`src/rtl/subband_serializer.sv`:
```
// subband_serializer
//   Takes a complete 16-subband analysis frame on a one-cycle strobe and
//   streams it out one rounded sample per transfer over a valid/ready port.
//   Two frame banks (active = draining, shadow = pending) absorb one frame
//   of backlog; a frame arriving while both banks are busy is dropped and
//   counted. Frames chain back to back with no idle cycle between them.
//
//   Optional feature macro: SUBBAND_SERIALIZER_SAT_EN
//     defined   -> out-of-range rounded samples clamp to max / min
//     undefined -> out-of-range rounded samples wrap (two's complement)
//
// Ports
//   clock        sole clock, rising edge
//   reset        synchronous, active-high
//   clk_enable   qualifies frame_valid (draining is unaffected)
//   frame_valid  one-cycle strobe: filter_in holds a full frame
//   filter_in    16 x 35-bit signed subband samples, 32 fractional bits
//   out_valid    out_data / out_chan / out_last are valid
//   out_ready    consumer accepts the current sample
//   out_data     rounded sample, OUT_W bits signed
//   out_chan     subband index of out_data (0..15)
//   out_last     marks subband 15
//   overrun      one-cycle pulse when a frame is dropped
//   drop_count   saturating count of dropped frames
module subband_serializer #(
  parameter int unsigned OUT_W  = 16,
  parameter int unsigned DROP_W = 8
) (
  input  logic                     clock,
  input  logic                     reset,
  input  logic                     clk_enable,
  input  logic                     frame_valid,
  input  logic signed [34:0]       filter_in [15:0],
  output logic                     out_valid,
  input  logic                     out_ready,
  output logic signed [OUT_W-1:0]  out_data,
  output logic [3:0]               out_chan,
  output logic                     out_last,
  output logic                     overrun,
  output logic [DROP_W-1:0]        drop_count
);

  localparam int unsigned IN_W  = 35;
  localparam int unsigned EXT_W = 36;
  localparam int unsigned SHIFT = IN_W - OUT_W;

  // Half of one output LSB in input units; zero when no bits are discarded.
  localparam logic signed [EXT_W-1:0] RND = EXT_W'((37'd1 << SHIFT) >> 1);

`ifdef SUBBAND_SERIALIZER_SAT_EN
  localparam logic signed [EXT_W-1:0] MAXV = EXT_W'((37'd1 << (OUT_W - 1)) - 37'd1);
  localparam logic signed [EXT_W-1:0] MINV = -MAXV - 36'sd1;
`endif

  localparam logic [0:0] S_IDLE  = 1'b0;
  localparam logic [0:0] S_DRAIN = 1'b1;

  logic [0:0]              state;
  logic [0:0]              state_d;

  logic signed [IN_W-1:0]  active_bank [15:0];
  logic signed [IN_W-1:0]  shadow_bank [15:0];
  logic                    shadow_full;

  logic                    accept;
  logic                    xfer;
  logic                    last_xfer;

  logic                    take_new;
  logic                    take_shadow;
  logic                    fill_shadow;
  logic                    full_d;
  logic                    valid_d;
  logic [3:0]              chan_d;
  logic                    last_d;
  logic                    overrun_d;
  logic [DROP_W-1:0]       drop_d;
  logic signed [IN_W-1:0]  sel_sample;
  logic signed [OUT_W-1:0] data_d;

  // Round half-up in 36-bit signed, then clamp or wrap to OUT_W.
  function automatic logic signed [OUT_W-1:0] round_sample(input logic signed [IN_W-1:0] x);
    logic signed [EXT_W-1:0] sum;
    logic signed [EXT_W-1:0] shr;
    sum = EXT_W'(x) + RND;
    shr = sum >>> SHIFT;
`ifdef SUBBAND_SERIALIZER_SAT_EN
    if (shr > MAXV)      shr = MAXV;
    else if (shr < MINV) shr = MINV;
`endif
    return OUT_W'(shr);
  endfunction

  assign accept    = frame_valid && clk_enable;
  assign xfer      = out_valid && out_ready;
  assign last_xfer = xfer && (out_chan == 4'd15);

  // State register.
  always_ff @(posedge clock) begin
    if (reset) state <= S_IDLE;
    else       state <= state_d;
  end

  // Next state, bank moves and next output values.
  always_comb begin
    state_d     = state;
    take_new    = 1'b0;
    take_shadow = 1'b0;
    fill_shadow = 1'b0;
    full_d      = shadow_full;
    valid_d     = out_valid;
    chan_d      = out_chan;
    overrun_d   = 1'b0;
    drop_d      = drop_count;

    case (state)
      S_IDLE: begin
        if (accept) begin
          take_new = 1'b1;
          valid_d  = 1'b1;
          chan_d   = 4'd0;
          state_d  = S_DRAIN;
        end
      end
      S_DRAIN: begin
        if (xfer && !last_xfer) chan_d = out_chan + 4'd1;
        if (last_xfer) begin
          // Frame boundary: a pending or arriving frame follows with no bubble.
          chan_d = 4'd0;
          if (shadow_full) begin
            take_shadow = 1'b1;
            fill_shadow = accept;
            full_d      = accept;
          end else if (accept) begin
            take_new = 1'b1;
          end else begin
            valid_d = 1'b0;
            state_d = S_IDLE;
          end
        end else if (accept) begin
          if (!shadow_full) begin
            fill_shadow = 1'b1;
            full_d      = 1'b1;
          end else begin
            overrun_d = 1'b1;
            if (drop_count != '1) drop_d = drop_count + DROP_W'(1);
          end
        end
      end
      default: state_d = S_IDLE;
    endcase

    last_d = valid_d && (chan_d == 4'd15);

    // Sample the bank that will be active next cycle at the next channel.
    if (take_new)         sel_sample = filter_in[0];
    else if (take_shadow) sel_sample = shadow_bank[0];
    else                  sel_sample = active_bank[chan_d];

    data_d = valid_d ? round_sample(sel_sample) : out_data;
  end

  // Output and control registers.
  always_ff @(posedge clock) begin
    if (reset) begin
      out_valid   <= 1'b0;
      out_chan    <= 4'd0;
      out_last    <= 1'b0;
      out_data    <= '0;
      overrun     <= 1'b0;
      drop_count  <= '0;
      shadow_full <= 1'b0;
    end else begin
      out_valid   <= valid_d;
      out_chan    <= chan_d;
      out_last    <= last_d;
      out_data    <= data_d;
      overrun     <= overrun_d;
      drop_count  <= drop_d;
      shadow_full <= full_d;
    end
  end

  // Frame banks carry no reset; contents are only read while marked valid.
  always_ff @(posedge clock) begin
    if (take_new)         active_bank <= filter_in;
    else if (take_shadow) active_bank <= shadow_bank;
    if (fill_shadow)      shadow_bank <= filter_in;
  end

endmodule

```
`config.mk`:
```
export PLATFORM = sky130hd
export DESIGN_NAME = subband_serializer
export DESIGN_NICKNAME = d
export VERILOG_FILES = /design/src/rtl/subband_serializer.sv
export SDC_FILE = /design/constraint.sdc
export NUM_CORES = 1
export LEC_CHECK = 0
export BUFFER_PORTS_ARGS = -buffer_cell sky130_fd_sc_hd__buf_2
export CORE_MARGIN = 4
export CORE_UTILIZATION = 48
export DETAILED_ROUTE_END_ITERATION = 6
export PLACE_DENSITY = 0.74
export SYNTH_ARGS = -nofsm -noshare
export SYNTH_HDL_FRONTEND = slang
export SYNTH_SLANG_ARGS = --single-unit
```
`constraint.sdc`:
```
create_clock -name clock -period 11 [get_ports clock]
set_input_delay 0.55 -clock clock [delete_from_list [all_inputs] [get_ports clock]]
set_output_delay 0.55 -clock clock [all_outputs]
set_load 0.1 [all_outputs]
```
* Word-level counts from Yosys, hierarchy flattened *
Cells that the tools add are included.

operators by class
  add/sub/neg operators = 3
  magnitude comparators = 1
  equal/unequal tests = 3
  multiplexer cells = 32
  bitwise gates (word level) = 3
  reduce and logical (&&, ||, !) cells = 11

operators with widths
  cell                    count
  $mux 560                2
  $bmux 35 s4             1
  $mux 35                 3
  $add 35x20->35 const B  1
  $mux 1                  19
  $mux 4                  3
  $add 8x1->8 const B     1
  $eq 4x4->1 const B      2
  $ne 8x8->1 const B      1
  $pmux 4 s2              1
  $pmux 1 s2              3
  $logic_and 1x1->1       5
  $lt 4x5->1 const B      1
  $reduce_and 5->1        1
  $add 4x1->4 const B     1
  $reduce_bool 2->1       2
  $reduce_or 4->1         1
  $not 1->1               3
  $reduce_and 2->1        1
  $logic_not 1->1         1

word-level totals
  bits in registers = 1153
  input bits = 565
  output and inout bits = 31
  logic and storage cells = 93

* Depth between registers and ports, before layout *
Gate-level depths: netlist of run 1.

  word-level depth = 12
  mapped depth = 19
  depth with buffers taken out = 15

* Worst setup path after synthesis of run 1 *
OpenSTA, ideal clock, no wires.

  path type = register -> register
  start = register out_chan[0]
  end = register out_data[11]
  setup time = 0.086 ns
  data arrival time = 10.644 ns
  data required time = 10.914 ns
  path slack = 0.270 ns
  cell stages (with the launch flop) = 14
  path buffers = 0
  clock period less this slack = 10.730 ns
  cell sequence = dfxtp_1 > ha_1 > and3_4 > nand3_1 > o31ai_4 > nor2_1 > clkinv_1 > o41ai_1 > a211o_1 > o221ai_1 > nor4_1 > nand4_1 > xnor2_1 > a211oi_1

between the ends
  word-level cells in the longest chain between the ends = 12
  elaborated cells on any way between the ends = 20
  those cells by class = add/sub: 2; eq/ne: 1; mux: 14; reduce/logical: 3

ends and longest elaborated chain
  element                                                  line  source
  start: declaration                                       37    output logic [3:0] out_chan,
  start signal: assignment                                 175   out_chan <= chan_d;
  branches (longest 12 deep; another with $add 35x20->35)  n/a
  end signal: assignment                                   177   out_data <= data_d;
  end: declaration                                         36    output logic signed [OUT_W-1:0] out_data,

Several ways; the timed one is not identified. The select of a mux whose other input is x is not followed.
A chain may end at the register's enable or synchronous reset.

* Worst setup path in the final report of run 1 *
  start = register out_chan[0]
  end = register out_data[12]

Same word-level chain as after synthesis.

==> results of run 1 <==
[routing by layer]
layer  part of all wire  wire length [µm]  vias up  GRT usage
met2               0.45             32200      826      0.397
met1               0.40             28300     8352      0.337
li1                   -                 -     7938          -
met5             0.0023               166        -          0
met4              0.035              2510       28     0.0893
met3               0.11              7600      161     0.0857
[sequential cells by signal, summed over array words and instances, names as in the netlist, 4 cells and up]
signal / flops
active_bank: 272
shadow_bank: 272
out_data: 16
out_chan: 4
drop_count: 8
[where the power goes]
group / total [W] / switching [W] / internal, W
clock: 0.00209 / 0.000844 / 0.00125
sequential: 0.00252 / 0.0000269 / 0.00249
combinational: 0.000366 / 0.000260 / 0.000107
[per-stage QoR]
stage / power (W) / cell area, µm² / cells
5_1_grt: 0.00513 / 28300 / 3089
3_3_place_gp: 0.00292 / 26300 / 2971
4_1_cts: 0.00500 / 28300 / 3083
2_1_floorplan: 0.00279 / 24100 / 2090
6_report: 0.00498 / 28400 / 3098
3_5_place_dp: 0.00293 / 26300 / 2971
[critical path: cells and delay by family, from the launching register on]
kind                     cells  cell delay (ns)
flip-flops                   1             0.39
buffers and inverters        1             0.69
multiplexers                 1             0.27
AO/OA/AOI/OAI                3             1.56
adder cells (fa/ha/maj)      1             0.29
AND/OR/NAND/NOR              7             2.45
[area by class of cell]
cell class	instances	area, µm²	share of cell area
multi-input cells	1391	6690	0.236
flip-flops and latches	577	17000	0.599
repair buffers	331	1740	0.0614
clock inverters	29	353	0.0124
diodes	15	37.5	0.00132
well taps	664	831	0.0293
inverters	8	37.5	0.00132
clock buffers	83	1680	0.0592
[kinds of logic after synthesis]
family                   share of synthesized area
AND/OR/NAND/NOR                              0.196
buffers and inverters                       0.0208
multiplexers                                0.0128
XOR/XNOR                                   0.00544
AO/OA/AOI/OAI                               0.0596
adder cells (fa/ha/maj)                    0.00156
flip-flops                                   0.704
[Yosys cell counts (7+ instances only)]
master and number:
a31oi_1 26, or3_1 9, o21ai_0 24, a311oi_1 9, nand2_1 970, xnor2_1 9, edfxtp_1 544, a21oi_1 20
o22ai_1 8, a22oi_1 8, and3_1 49, nand4_1 10, nand3_1 41, nor3_1 7, a211oi_1 39, clkbuf_1 90
buf_2 17, mux2i_1 23, dfxtp_1 33, nor2_1 33
[worst paths after layout]
path | startpoint | end | slack (ns) | cells past startpoint
worst max-delay path | out_chan[0] | out_data[12] | 5.21 | 13
worst min-delay path | filter_in[137] | shadow_bank[137] | 0.11 | 1
worst max register to register | out_chan[0] | out_data[12] | 5.21 | 13
worst min register to register | shadow_bank[160] | active_bank[160] | 0.50 | 2
==> impl_metrics.json, run 1 <==
{
  "outcome": "complete, no violations",
  "grt_use_total": 0.255,
  "hold_viol": 0,
  "cts_root_buf": "clkbuf_16",
  "arrival_ns": 6.32,
  "grt_overflow": 0,
  "dpl.hpwl_um": 46700,
  "cts_buffer_depth": 3,
  "slowest_delay_ns": 0.86,
  "first_iter_violations": 1832,
  "synth_top_area_share": 0.677,
  "ys_async_sr_fraction": 0,
  "antenna_found_initial": 35,
  "crit_path_max_fanout": 55,
  "dr_total_vias": 17300,
  "synth_edf_count": 544,
  "clock_sinks": 577,
  "drtPass1Iterations": 5,
  "numCtsBuffers": 59,
  "slew_headroom": 0.133,
  "ys_ff_latch": 577,
  "path_clk_slew_ns": 0.06,
  "period_minus_slack_ns": 5.79,
  "grt_max_degree": 209,
  "critPathRequiredTime_ns": 11.54,
  "synth-seq-area-share": 0.704,
  "cp-end-kind": "register",
  "synth_nets": 2658,
  "postCtsSetupBuffers": 0,
  "period_share": 0.526,
  "final.setup.tns_ns": 0,
  "area_delta_synth_final_pct": 17.5,
  "p_leak_nw": 11.3,
  "numPortBuffers": 307,
  "crit_slowest_cell": "a211oi_1",
  "fmax_mhz": 173,
  "final_common_cell": "nand2_1",
  "drtAntennaViolNets": 0,
  "synth_area_leader_cell": "edfxtp_1",
  "drc": 0,
  "wl_per_cell_um": 22.9,
  "vdd_drop_max_mv": 0.150,
  "layout-drive-gt1-share": 0.186,
  "synth.distinct_cells": 76,
  "grt_pass1_wl_um": 102000,
  "crit_type": "register to register",
  "cts_tree": "built",
  "synth_area_leaders": "edfxtp_1 68%, nand2_1 15%, dfxtp_1 2.7%",
  "cap_violations": 0,
  "syn_area_um2": 24100,
  "die_x_um": 232,
  "via_per_inst": 5.59,
  "grt_pass1_vias": 16700,
  "fin_ws_ns": 5.21,
  "fin_nets": 2936,
  "start_util": 0.489,
  "yosysWarnings": 0,
  "grt_setup_unrepaired": "no",
  "wl_um": 70800,
  "cts_max_level": 2,
  "clock_skew_ns": 0.0282,
  "slew_viol_final": 0,
  "whs_ns": 0.106,
  "cts_resized": 0,
  "ioPinCount": 596,
  "synth.avg_cell_area_um2": 11.5,
  "fillers": 4157,
  "gp_congestion": 0.896,
  "start_kind": "register",
  "dp_slack_ns": 5.47,
  "final_cell_mix": "968 x nand2_1, 544 x edfxtp_1, 307 x buf_2",
  "rows": 81,
  "p_per_area_nw_per_um2": 176,
  "finalSetupViolCount": 0,
  "hold_path_class": "input port to register",
  "crit_chain": "ha_1 > and3_4 > or3_2 > nand2_4 > buf_4 > mux2i_1 > a211oi_1 > nor4_1 > o21ai_0 > nor4b_4 > nand4_2 > or3b_1 > a311oi_1",
  "synth-main-ff-cell": "edfxtp_1",
  "ctsHoldBuffers": 0,
  "die_y_um": 232,
  "die-area_um2": 53900,
  "fp.coreArea_um2": 49400,
  "worstSkewPairLatency_ns": 0.63,
  "synth_cells": 2090,
  "final_util": 0.575,
  "tightestPinTransition_ns": 1.30
}
Power figures use the tool's default switching activity.
==> inputs of run 2 (changes only) <==
- CORE_AREA: default -> 4 4 230 232
- CORE_MARGIN: 4 -> default
- CORE_UTILIZATION: 48 -> default
- DIE_AREA: default -> 0 0 234 236
- PLACE_DENSITY: 0.74 -> 0.7
- clock period: 11 -> 5.7 ns (I/O delays scaled with it)
==> impl_metrics.json, run 2 (same netlist as run 1, synthesis figures left out) <==
{
  "crit_type": "register to register",
  "postCtsSetupBuffers": 0,
  "grt_pass1_vias": 18400,
  "vdd_drop_max_mv": 0.209,
  "grt_max_degree": 195,
  "start_util": 0.473,
  "path_clk_slew_ns": 0.06,
  "cap_violations": 0,
  "grt_overflow": 0,
  "cts_buffer_depth": 3,
  "place_inst": 3006,
  "grt_pass1_wl_um": 112000,
  "clock_sinks": 577,
  "seq_area_um2": 17000,
  "ctsHoldBuffers": 272,
  "p_leak_nw": 12.4,
  "grt_setup_unrepaired": "no",
  "start_kind": "register",
  "die_y_um": 236,
  "period_minus_slack_ns": 5.06,
  "largest_registers": "active_bank: 272 flops, shadow_bank: 272 flops, out_data: 16 flops",
  "gp_congestion": 0.867,
  "crit_path_max_fanout": 33,
  "worstSkewPairLatency_ns": 0.62,
  "drtPass1Iterations": 5,
  "die-area_um2": 55200,
  "hold_path_class": "input port to register",
  "numCtsBuffers": 60,
  "period_share": 0.887,
  "final_area_um2": 31100,
  "first_iter_violations": 1912,
  "cts_tree": "built",
  "via_per_inst": 5.46,
  "slew_viol_final": 0,
  "cts_root_buf": "clkbuf_16",
  "final_cell_mix": "968 x nand2_1, 544 x edfxtp_1, 307 x buf_2",
  "dpl.hpwl_um": 48700,
  "fmax_mhz": 198,
  "clock_skew_ns": 0.0225,
  "outcome": "complete, no violations",
  "slew_headroom": 0.252,
  "fin_nets": 3228,
  "rows": 83,
  "drc": 0,
  "critPathRequiredTime_ns": 6.23,
  "hold_viol": 0,
  "crit_path_frequent_cell": "or3_1",
  "area_delta_synth_final_pct": 28.7,
  "dr_total_vias": 18500,
  "wl_um": 75900,
  "finalSetupViolCount": 0,
  "wl_per_cell_um": 22.3,
  "final.setup.tns_ns": 0,
  "ioPinCount": 596,
  "instances_no_fill": 3396,
  "cts_resized": 0,
  "tightestPinTransition_ns": 1.12,
  "final_common_cell": "nand2_1",
  "slowest_delay_ns": 0.67,
  "numPortBuffers": 307,
  "layout-drive-gt1-share": 0.172,
  "crit_slowest_cell": "or3_1",
  "placed_area_um2": 26500,
  "fillers": 4022,
  "crit_chain": "ha_1 > and3_4 > or3_1 > buf_4 > nand2_4 > buf_12 > a211oi_1 > a31oi_1 > o22ai_1 > or3_1 > or3_1 > or3b_1 > a311oi_1",
  "grt_use_total": 0.269,
  "p_per_area_nw_per_um2": 304,
  "cts_max_level": 2,
  "antenna_found_initial": 18,
  "fp.coreArea_um2": 51000,
  "arrival_ns": 5.59,
  "drtAntennaViolNets": 0,
  "multiInputGateArea_um2": 6690,
  "die_x_um": 234,
  "cp-end-kind": "register"
}
## run 2: power by group
group	total, W	internal (W)	switching (W)	leakage, nW
registers	0.00485	0.00481	0.0000471	5.28
clock network	0.00369	0.00208	0.00161	0.889
logic	0.000889	0.000333	0.000556	6.26
total	0.00944	0.00722	0.00221	12.4
## run 2: area by class of cell
class,instances,area share
multi-input cells,1391,0.215
well taps,680,0.0274
clock inverters,35,0.00821
clock buffers,73,0.0506
inverters,8,0.00137
diodes,10,0.000805
flip-flops and latches,577,0.547
repair buffers,622,0.149
## run 2: metal layers
layer / up-vias / track usage / routed length [µm]
met2: 884 / 0.432 / 35700
met5: - / 0 / 92
met4: 16 / 0.0789 / 2360
met3: 153 / 0.0646 / 6810
met1: 8957 / 0.368 / 30900
li1: 8529 / - / -
## run 2: path summary, 6_finish.rpt
kind	startpoint	end	slack (ns)	cells past startpoint
worst max register to register	out_chan[0]	out_data[12]	0.64	13
worst max-delay path	out_chan[0]	out_data[12]	0.64	13
worst min-delay path	clk_enable	state	0.13	3
worst min register to register	out_data[2]	out_data[2]	0.48	2
## run 2: critical path, delay by kind of cell (launching register included)
kind	cells	cell delay (ns)
simple gates	6	2.43
compound gates	4	1.22
buf+inv	2	0.59
flops	1	0.41
fa+ha+maj	1	0.29
## run 2: through the flow
step	power [W]	utilization	worst slack [ns]	hold slack, ns
after CTS	0.00946	0.609	0.747	0.100
after floorplan	0.00536	-	0.0661	0.384
final	0.00944	0.609	0.645	0.131
after detailed placement	0.00566	0.520	0.765	0.475
after global placement	0.00564	0.520	0.831	0.466
after global routing	0.00974	0.609	0.529	0.143
